**src/rtl/cpu_pkg.sv**
```systemverilog
// Shared definitions for the cpu_issue sequencer: opcodes, FSM states,
// program-word field positions and data widths.
package cpu_pkg;

  localparam int WORD_W  = 9;
  localparam int DATA_W  = 8;
  localparam int INSTR_W = 19;
  localparam int NREGS   = 4;
  localparam int RADDR_W = 2;

  localparam logic [2:0] OP_HALT = 3'b000;
  localparam logic [2:0] OP_ADD  = 3'b001;
  localparam logic [2:0] OP_SUB  = 3'b010;
  localparam logic [2:0] OP_INC  = 3'b011;
  localparam logic [2:0] OP_DEC  = 3'b100;
  localparam logic [2:0] OP_AND  = 3'b101;
  localparam logic [2:0] OP_OR   = 3'b110;
  localparam logic [2:0] OP_NOT  = 3'b111;

  // Program word: [8:6] opcode, [5:4] rd, [3:2] rs1, [1:0] rs2
  localparam int OP_MSB  = 8;
  localparam int OP_LSB  = 6;
  localparam int RD_MSB  = 5;
  localparam int RD_LSB  = 4;
  localparam int RS1_MSB = 3;
  localparam int RS1_LSB = 2;
  localparam int RS2_MSB = 1;
  localparam int RS2_LSB = 0;

  typedef enum logic [2:0] {
    IDLE  = 3'd0,
    FETCH = 3'd1,
    ISSUE = 3'd2,
    WB    = 3'd3,
    DONE  = 3'd4
  } state_t;

  typedef struct packed {
    logic [2:0]         op;
    logic [RADDR_W-1:0] rd;
    logic [RADDR_W-1:0] rs1;
    logic [RADDR_W-1:0] rs2;
  } pword_t;

  function automatic pword_t decode(input logic [WORD_W-1:0] w);
    pword_t p;
    p.op  = w[OP_MSB:OP_LSB];
    p.rd  = w[RD_MSB:RD_LSB];
    p.rs1 = w[RS1_MSB:RS1_LSB];
    p.rs2 = w[RS2_MSB:RS2_LSB];
    return p;
  endfunction

endpackage

```
**src/rtl/cpu_regfile.sv**
```systemverilog
// 4x8 register file: one write port, two operand read ports and a host
// read port, all reads combinational.
module cpu_regfile
  import cpu_pkg::*;
(
  input  logic               clk,
  input  logic               rst,
  input  logic               wr_en,
  input  logic [RADDR_W-1:0] wr_addr,
  input  logic [DATA_W-1:0]  wr_data,
  input  logic [RADDR_W-1:0] rd_addr_a,
  output logic [DATA_W-1:0]  rd_data_a,
  input  logic [RADDR_W-1:0] rd_addr_b,
  output logic [DATA_W-1:0]  rd_data_b,
  input  logic [RADDR_W-1:0] host_rd_addr,
  output logic [DATA_W-1:0]  host_rd_data
);

  logic [DATA_W-1:0] regs [NREGS];

  // NOTE: this small flop array is reset because a program may read a register
  // that was never written; a RAM macro could not be cleared this way. The
  // non-blocking assignments keep every flop updating from pre-edge values.
  always_ff @(posedge clk or posedge rst) begin
    if (rst) begin
      for (int i = 0; i < NREGS; i++) regs[i] <= '0;
    end else if (wr_en) begin
      regs[wr_addr] <= wr_data;
    end
  end

  assign rd_data_a    = regs[rd_addr_a];
  assign rd_data_b    = regs[rd_addr_b];
  assign host_rd_data = regs[host_rd_addr];

endmodule

```
**src/rtl/cpu_issue.sv**
```systemverilog
// Fetch/issue/writeback sequencer driving the combinational ALU instruction bus.
// Optional retired-instruction counter: define CPU_ISSUE_RETIRE_CNT_EN.
module cpu_issue
  import cpu_pkg::*;
#(
  parameter int AW = 4
) (
  input  logic               clk,
  input  logic               rst,
  input  logic               start,
  output logic               done,
  output logic               busy,
  output logic               imem_en,
  output logic [AW-1:0]      imem_addr,
  input  logic [WORD_W-1:0]  imem_data,
  output logic [INSTR_W-1:0] instr_out,
  output logic               instr_valid,
  input  logic [DATA_W-1:0]  alu_result,
  input  logic               reg_wr_en,
  input  logic [RADDR_W-1:0] reg_wr_addr,
  input  logic [DATA_W-1:0]  reg_wr_data,
  input  logic [RADDR_W-1:0] reg_rd_addr,
  output logic [DATA_W-1:0]  reg_rd_data
`ifdef CPU_ISSUE_RETIRE_CNT_EN
  ,
  output logic [15:0]        retired
`endif
);

  state_t               state_q, state_d;
  logic [AW-1:0]        pc_q;
  logic [INSTR_W-1:0]   ir_q;
  logic [RADDR_W-1:0]   rd_q;
  pword_t               word;
  logic [DATA_W-1:0]    op_a, op_b;
  logic                 rf_wr_en;
  logic [RADDR_W-1:0]   rf_wr_addr;
  logic [DATA_W-1:0]    rf_wr_data;
  logic                 issue_go;

  assign word     = decode(imem_data);
  assign issue_go = (state_q == ISSUE) && (word.op != OP_HALT);

  // WB owns the write port; the host only gets it while the sequencer is idle.
  assign rf_wr_en   = (state_q == WB) || ((state_q == IDLE) && reg_wr_en);
  assign rf_wr_addr = (state_q == WB) ? rd_q       : reg_wr_addr;
  assign rf_wr_data = (state_q == WB) ? alu_result : reg_wr_data;

  cpu_regfile u_regfile (
    .clk          (clk),
    .rst          (rst),
    .wr_en        (rf_wr_en),
    .wr_addr      (rf_wr_addr),
    .wr_data      (rf_wr_data),
    .rd_addr_a    (word.rs1),
    .rd_data_a    (op_a),
    .rd_addr_b    (word.rs2),
    .rd_data_b    (op_b),
    .host_rd_addr (reg_rd_addr),
    .host_rd_data (reg_rd_data)
  );

  always_ff @(posedge clk or posedge rst) begin
    if (rst) state_q <= IDLE;
    else     state_q <= state_d;
  end

  // NOTE: every output of this block gets a default first so no path infers a latch.
  always_comb begin
    state_d     = state_q;
    done        = 1'b0;
    busy        = 1'b1;
    imem_en     = 1'b0;
    instr_valid = 1'b0;
    unique case (state_q)
      IDLE: begin
        busy = 1'b0;
        if (start) state_d = FETCH;
      end
      FETCH: begin
        imem_en = 1'b1;
        state_d = ISSUE;
      end
      ISSUE: begin
        state_d = (word.op == OP_HALT) ? DONE : WB;
      end
      WB: begin
        instr_valid = 1'b1;
        state_d     = (pc_q == {AW{1'b1}}) ? DONE : FETCH;
      end
      DONE: begin
        done    = 1'b1;
        state_d = IDLE;
      end
      default: state_d = IDLE;
    endcase
  end

  always_ff @(posedge clk or posedge rst) begin
    if (rst) begin
      pc_q <= '0;
    end else if (state_q == WB) begin
      pc_q <= pc_q + AW'(1);
    end else if (state_q == DONE) begin
      pc_q <= '0;
    end
  end

  // Operands are captured from the pre-writeback register values, so rd==rs is safe.
  always_ff @(posedge clk or posedge rst) begin
    if (rst) begin
      ir_q <= '0;
      rd_q <= '0;
    end else if (issue_go) begin
      ir_q <= {word.op, op_a, op_b};
      rd_q <= word.rd;
    end
  end

  assign imem_addr = pc_q;
  assign instr_out = ir_q;

`ifdef CPU_ISSUE_RETIRE_CNT_EN
  always_ff @(posedge clk or posedge rst) begin
    if (rst) begin
      retired <= '0;
    end else if ((state_q == IDLE) && start) begin
      retired <= '0;
    end else if ((state_q == WB) && (retired != 16'hFFFF)) begin
      retired <= retired + 16'd1;
    end
  end
`endif

endmodule

```
**config.mk**
```make
export PLATFORM = sky130hd
export DESIGN_NAME = cpu_issue
export DESIGN_NICKNAME = d
export VERILOG_FILES = /design/src/rtl/cpu_pkg.sv /design/src/rtl/cpu_regfile.sv /design/src/rtl/cpu_issue.sv
export SDC_FILE = /design/constraint.sdc
export NUM_CORES = 1
export LEC_CHECK = 0
export ABC_AREA = 1
export CAP_MARGIN = 20
export CORE_UTILIZATION = 35
export DETAILED_ROUTE_END_ITERATION = 8
export HOLD_SLACK_MARGIN = 0.06
export PLACE_DENSITY = 0.56
export SKIP_CTS_REPAIR_TIMING = 1
export SLEW_MARGIN = 20
export SYNTH_ARGS = -nofsm -noshare
export SYNTH_HDL_FRONTEND = slang
export SYNTH_SLANG_ARGS = --single-unit
```
**constraint.sdc**
```tcl
create_clock -name clk -period 5.95 [get_ports clk]
set_input_delay 1.785 -clock clk [delete_from_list [all_inputs] [get_ports clk]]
set_output_delay 1.785 -clock clk [all_outputs]
set_load 0.01 [all_outputs]
```
# Yosys cells after proc, flatten, opt, wreduce, memory -nomap -nowiden
# Cells that the tools add are included.
word_totals:
  mem_bits_rw: 0
  wordCells: 56
  out_inout_bits: 35
  latch_bits: 0
  register_bits: 60
  mem_count: 0
  romBits: 0
  inputBits: 33
op_classes:
  multipliers: 0
  n_div: 0
  addsub: 1
  shifts: 0
  bitwise_logic: 4
  order_cmp: 5
  n_eq_ne: 6
  n_reduce_logical: 8
  mux: 24
ops:
  columns: ["op", "n"]
  rows:
  - ["$mux W8", 8]
  - ["$bmux W8 S2", 3]
  - ["$bwmux W32", 1]
  - ["$demux W8 S2", 1]
  - ["$ge A3 B3 Y1 const B", 4]
  - ["$not A2 Y3", 4]
  - ["$pmux W3 S4", 1]
  - ["$mux W3", 3]
  - ["$mux W4", 2]
  - ["$eq A3 B2 Y1 const B", 2]
  - ["$logic_not A3 Y1", 2]
  - ["$add A4 B1 Y4 const B", 1]
  - ["$eq A4 B4 Y1 const B", 1]
  - ["$mux W1", 4]
  - ["$eq A3 B1 Y1 const B", 1]
  - ["$eq A3 B3 Y1 const B", 1]
  - ["$logic_and A1 B1 Y1", 3]
  - ["$lt A3 B1 Y1 const B", 1]
  - ["$reduce_bool A3 Y1", 1]
  - ["$mux W2", 1]
  - ["$ne A2 B2 Y1 const B", 1]
  - ["$reduce_bool A2 Y1", 1]
  - ["$logic_or A1 B1 Y1", 1]

# Depth between registers and ports, before layout
depth:
  word_depth: 8
  depth_mapped: 8

# Hierarchy
# A second synthesis with hierarchy kept.
unflattened:
  hier_cells: 533
  hier_area_um2: 3671.0
modules_own_cells:
  columns: ["mod", "cells_per_inst", "instances", "area_each_um2"]
  rows:
  - ["cpu_regfile", 360, 1, 2319.7]
  - ["cpu_issue", 173, 1, 1351.3]

# Worst setup path after synthesis
# No wires, ideal clock.
synth_path:
  path_type: "in2out"
  start: "input port reg_rd_addr[0]"
  end: "output port reg_rd_data[6]"
  slack_ns: 1.548
  required_ns: 4.165
  t_arrival_ns: 2.617
  stages: 5
  path_cell_list: "buf_2 inv_1 clkbuf_1 a21oi_1 a21oi_1"
synth_via:
  elab_chain_len: 4
synth_rtl:
  columns: ["element", "line", "text"]
  rows:
  - ["start, declared", "cpu_issue.sv:22", "input logic [RADDR_W-1:0] reg_rd_addr,"]
  - ["$not A2 Y3 (not written as such)", "cpu_regfile.sv:34", "assign host_rd_data = regs[host_rd_addr];"]
  - ["$bmux W8 S2", "cpu_regfile.sv:34", null]
  - ["$mux W8 (not written as such) (2 in a row)", "cpu_regfile.sv:34", null]
  - ["end, declared", "cpu_issue.sv:23", "output logic [DATA_W-1:0] reg_rd_data"]
# Every way passes these cells. The select of a mux whose other input is x is not followed.

# Worst setup path in the final report
layout_path:
  start: "input port reg_rd_addr[0]"
  end: "output port reg_rd_data[4]"
# The elaborated chain is that of the path after synthesis.

==> results_dict.tcl <==
set metrics [dict create \
    syn_nets 506 \
    drv_slew 0 \
    path_clk_slew_ns 0.07 \
    maxCapViolations 0 \
    clk_latency_ns 0.34 \
    syn_area_per_cell_um2 7.642 \
    grt_usage 0.1799 \
    num-nets-final 556 \
    hold_path.class "flop to flop" \
    synth_commonest_cells "179 x nand2_1, 60 x dfrtp_1, 43 x a21oi_1" \
    async_flop_share 1.000 \
    crit_required_ns 4.16 \
    cp-start-kind "input port" \
    synth_cell_types 27 \
    synth-seq-cells 60 \
    core_region_area_um2 9864 \
    yosysMostFrequentCell "nand2_1" \
    synth_top_area_cell "dfrtp_1" \
    rsz0062_at_grt "no" \
    grt_pass1_vias 3085 \
    place_congestion 0.8015 \
    postRouteAntennaNets 0 \
    max_stage_delay_ns 0.57 \
    rows 36 \
    fp.dieW_um 103.5 \
    placed_cell_area_um2 4272 \
    die_area_um2 10720 \
    root_buffer "clkbuf_8" \
    synth_top_cells_by_area "dfrtp_1 42%, nand2_1 19%, nand4_1 6.9%, a21oi_1 6.0%, o21ai_0 3.7%" \
    synth-main-ff-cell "dfrtp_1" \
    io_buffer_count 67 \
    synth_area_um2 3607 \
    first_pass_iters 4 \
    clk_path_buf_depth 2 \
    critical_path.endpoint_type "primary output" \
    final_area_um2 4441 \
    syn_to_final_growth_pct 23.10 \
    p_per_area_nw_per_um2 464.4 \
    grt_remaining_overflow 0 \
    tightest_slew_ns 1.018 \
    min_period_ns 5.440 \
    leakage_nw 2.116 \
    synth-edff-count 0 \
    arrival_ns 3.66 \
    relSlewSlack 0.3195 \
    worstPathCellList "clkdlybuf4s50_1, inv_1, o21ai_0, a21oi_1, a21oi_1, clkdlybuf4s50_1" \
    finalSetupViolations 0 \
    wl_um 9308 \
    synth_top_area_frac 0.4162 \
    critPathMaxFanout 24 \
    grt_max_degree 37 \
    ir_drop_mv 0.1655 \
    start_util 0.3657 \
    status "completed" \
    routed-via-count 3321 \
    cts_tree "done" \
    fin_tns_setup_ns 0 \
    synth_warnings 0 \
    max_freq_mhz 183.8 \
    vias_per_cell 5.032 \
    finClkSkew_ns 0.01360 \
    die_y_um 103.5 \
    critical_path_class "input port to primary output" \
    fill_cells 1028 \
    numCtsBuffers 9 \
    clock_sinks 60 \
    antenna_found_initial 0 \
    drc 0 \
    drive_gt1_frac 0.08539 \
    hold_viol_final 0 \
    drtIter0Drc 175 \
    critPathTopFamily "buffers and inverters" \
    critPathBufInv 3 \
    post_drt_wl_per_cell_um 14.10 \
    htreeDepth 3 \
    antenna_cells 0 \
    period_share 0.9143 \
    syn_inst 472 \
    seq_area_frac_synth 0.4162 \
    grt_pass1_wl_um 15440 \
    io-pin-count 68 \
    dpl.hpwl_um 6847 \
    crit_slowest_cell "clkdlybuf4s50_1" \
]
==> state kept, by name, indices dropped and copies added, names as in the netlist <==
register,count
state_q,3
instr_out,19
imem_addr,4
rd_q,2
u_regfile.regs,32
==> cells in the final DEF (no fill, tap or decap), types with 3 or more instances in the layout <==
| cell | netlist | routed |
|---|---|---|
| nand2_1 | 179 | 179 |
| clkdlybuf4s50_1 | 0 | 67 |
| dfrtp_1 | 60 | 60 |
| a21oi_1 | 43 | 43 |
| nand4_1 | 40 | 40 |
| inv_1 | 31 | 30 |
| o21ai_0 | 27 | 27 |
| o211ai_1 | 16 | 16 |
| clkbuf_8 | 0 | 9 |
| nand2_2 | 8 | 8 |
| nand3_1 | 8 | 8 |
| o21ai_1 | 7 | 7 |
| nand2_4 | 5 | 5 |
| nand3_4 | 5 | 5 |
| inv_2 | 2 | 3 |
| clkinvlp_4 | 0 | 3 |
==> final timing paths <==
kind                       depth (start not counted)      startpoint  slack (ns)                  to
min                                                2   instr_out[15]        0.48       instr_out[15]
min in group asynchronous                          2             rst        1.83       instr_out[16]
max                                                6  reg_rd_addr[0]        0.51      reg_rd_data[4]
max reg2reg                                        5      state_q[1]        3.88  u_regfile.regs[28]
max in group asynchronous                          3             rst        3.26  u_regfile.regs[23]
min reg2reg                                        2   instr_out[15]        0.48       instr_out[15]
==> report_power, final <==
group	switching [mW]	internal, mW	leakage, nW
clock network	0.169	0.150	0.0783
logic	0.578	0.391	1.28
registers	0.191	0.583	0.762
total	0.937	1.12	2.12
==> cell type report <==
class	instances	area, um^2	area share
repair buffers	69	685.7	0.1544
clock buffers	10	127.6	0.02874
flip-flops and latches	60	1501	0.3381
multi-input cells	348	1788	0.4026
inverters	34	130.1	0.02930
well taps	133	166.4	0.03748
clock inverters	6	41.29	0.009298
==> cell families (layout without fill, tap and decap cells) <==
logic type               Yosys count  in the layout  synth area share
AND/OR/NAND/NOR                  253            253            0.3503
adder cells (fa/ha/maj)            1              1          0.003468
flip-flops                        60             60            0.4162
buffers and inverters             64            119           0.08811
AO/OA/AOI/OAI                     94             94            0.1419
==> worst register-to-register path, cell delays in order, from the launching register on <==
cell and delay, ns:
dfrtp_1 0.80, nand3_4 0.36, nand2_4 0.46, nand3_4 0.18, nand2_1 0.10, nand2_1 0.05
==> per-stage QoR <==
stage | std cells | util | power [mW] | worst slack [ns] | hold slack [ns]
after global routing | 660 | 0.4502 | 2.234 | 0.4237 | 0.5116
after CTS | 660 | 0.4502 | 2.083 | 0.5607 | 0.4853
after floorplan | 472 | - | 1.431 | 1.548 | 0.4494
after detailed placement | 644 | 0.4330 | 1.751 | 0.5691 | 0.4660
final | 660 | 0.4502 | 2.062 | 0.5099 | 0.4785
after global placement | 644 | 0.4330 | 1.735 | 0.6386 | 0.4622
==> per-layer routing <==
layer  vias up  GRT usage  wire length, um
li1       1683          -                -
met1      1533     0.2505             4744
met2        94     0.2756             3995
met3        11    0.02832              421
met4         0    0.07867              147
met5         -          0                0
Power figures use the tool's default switching activity.
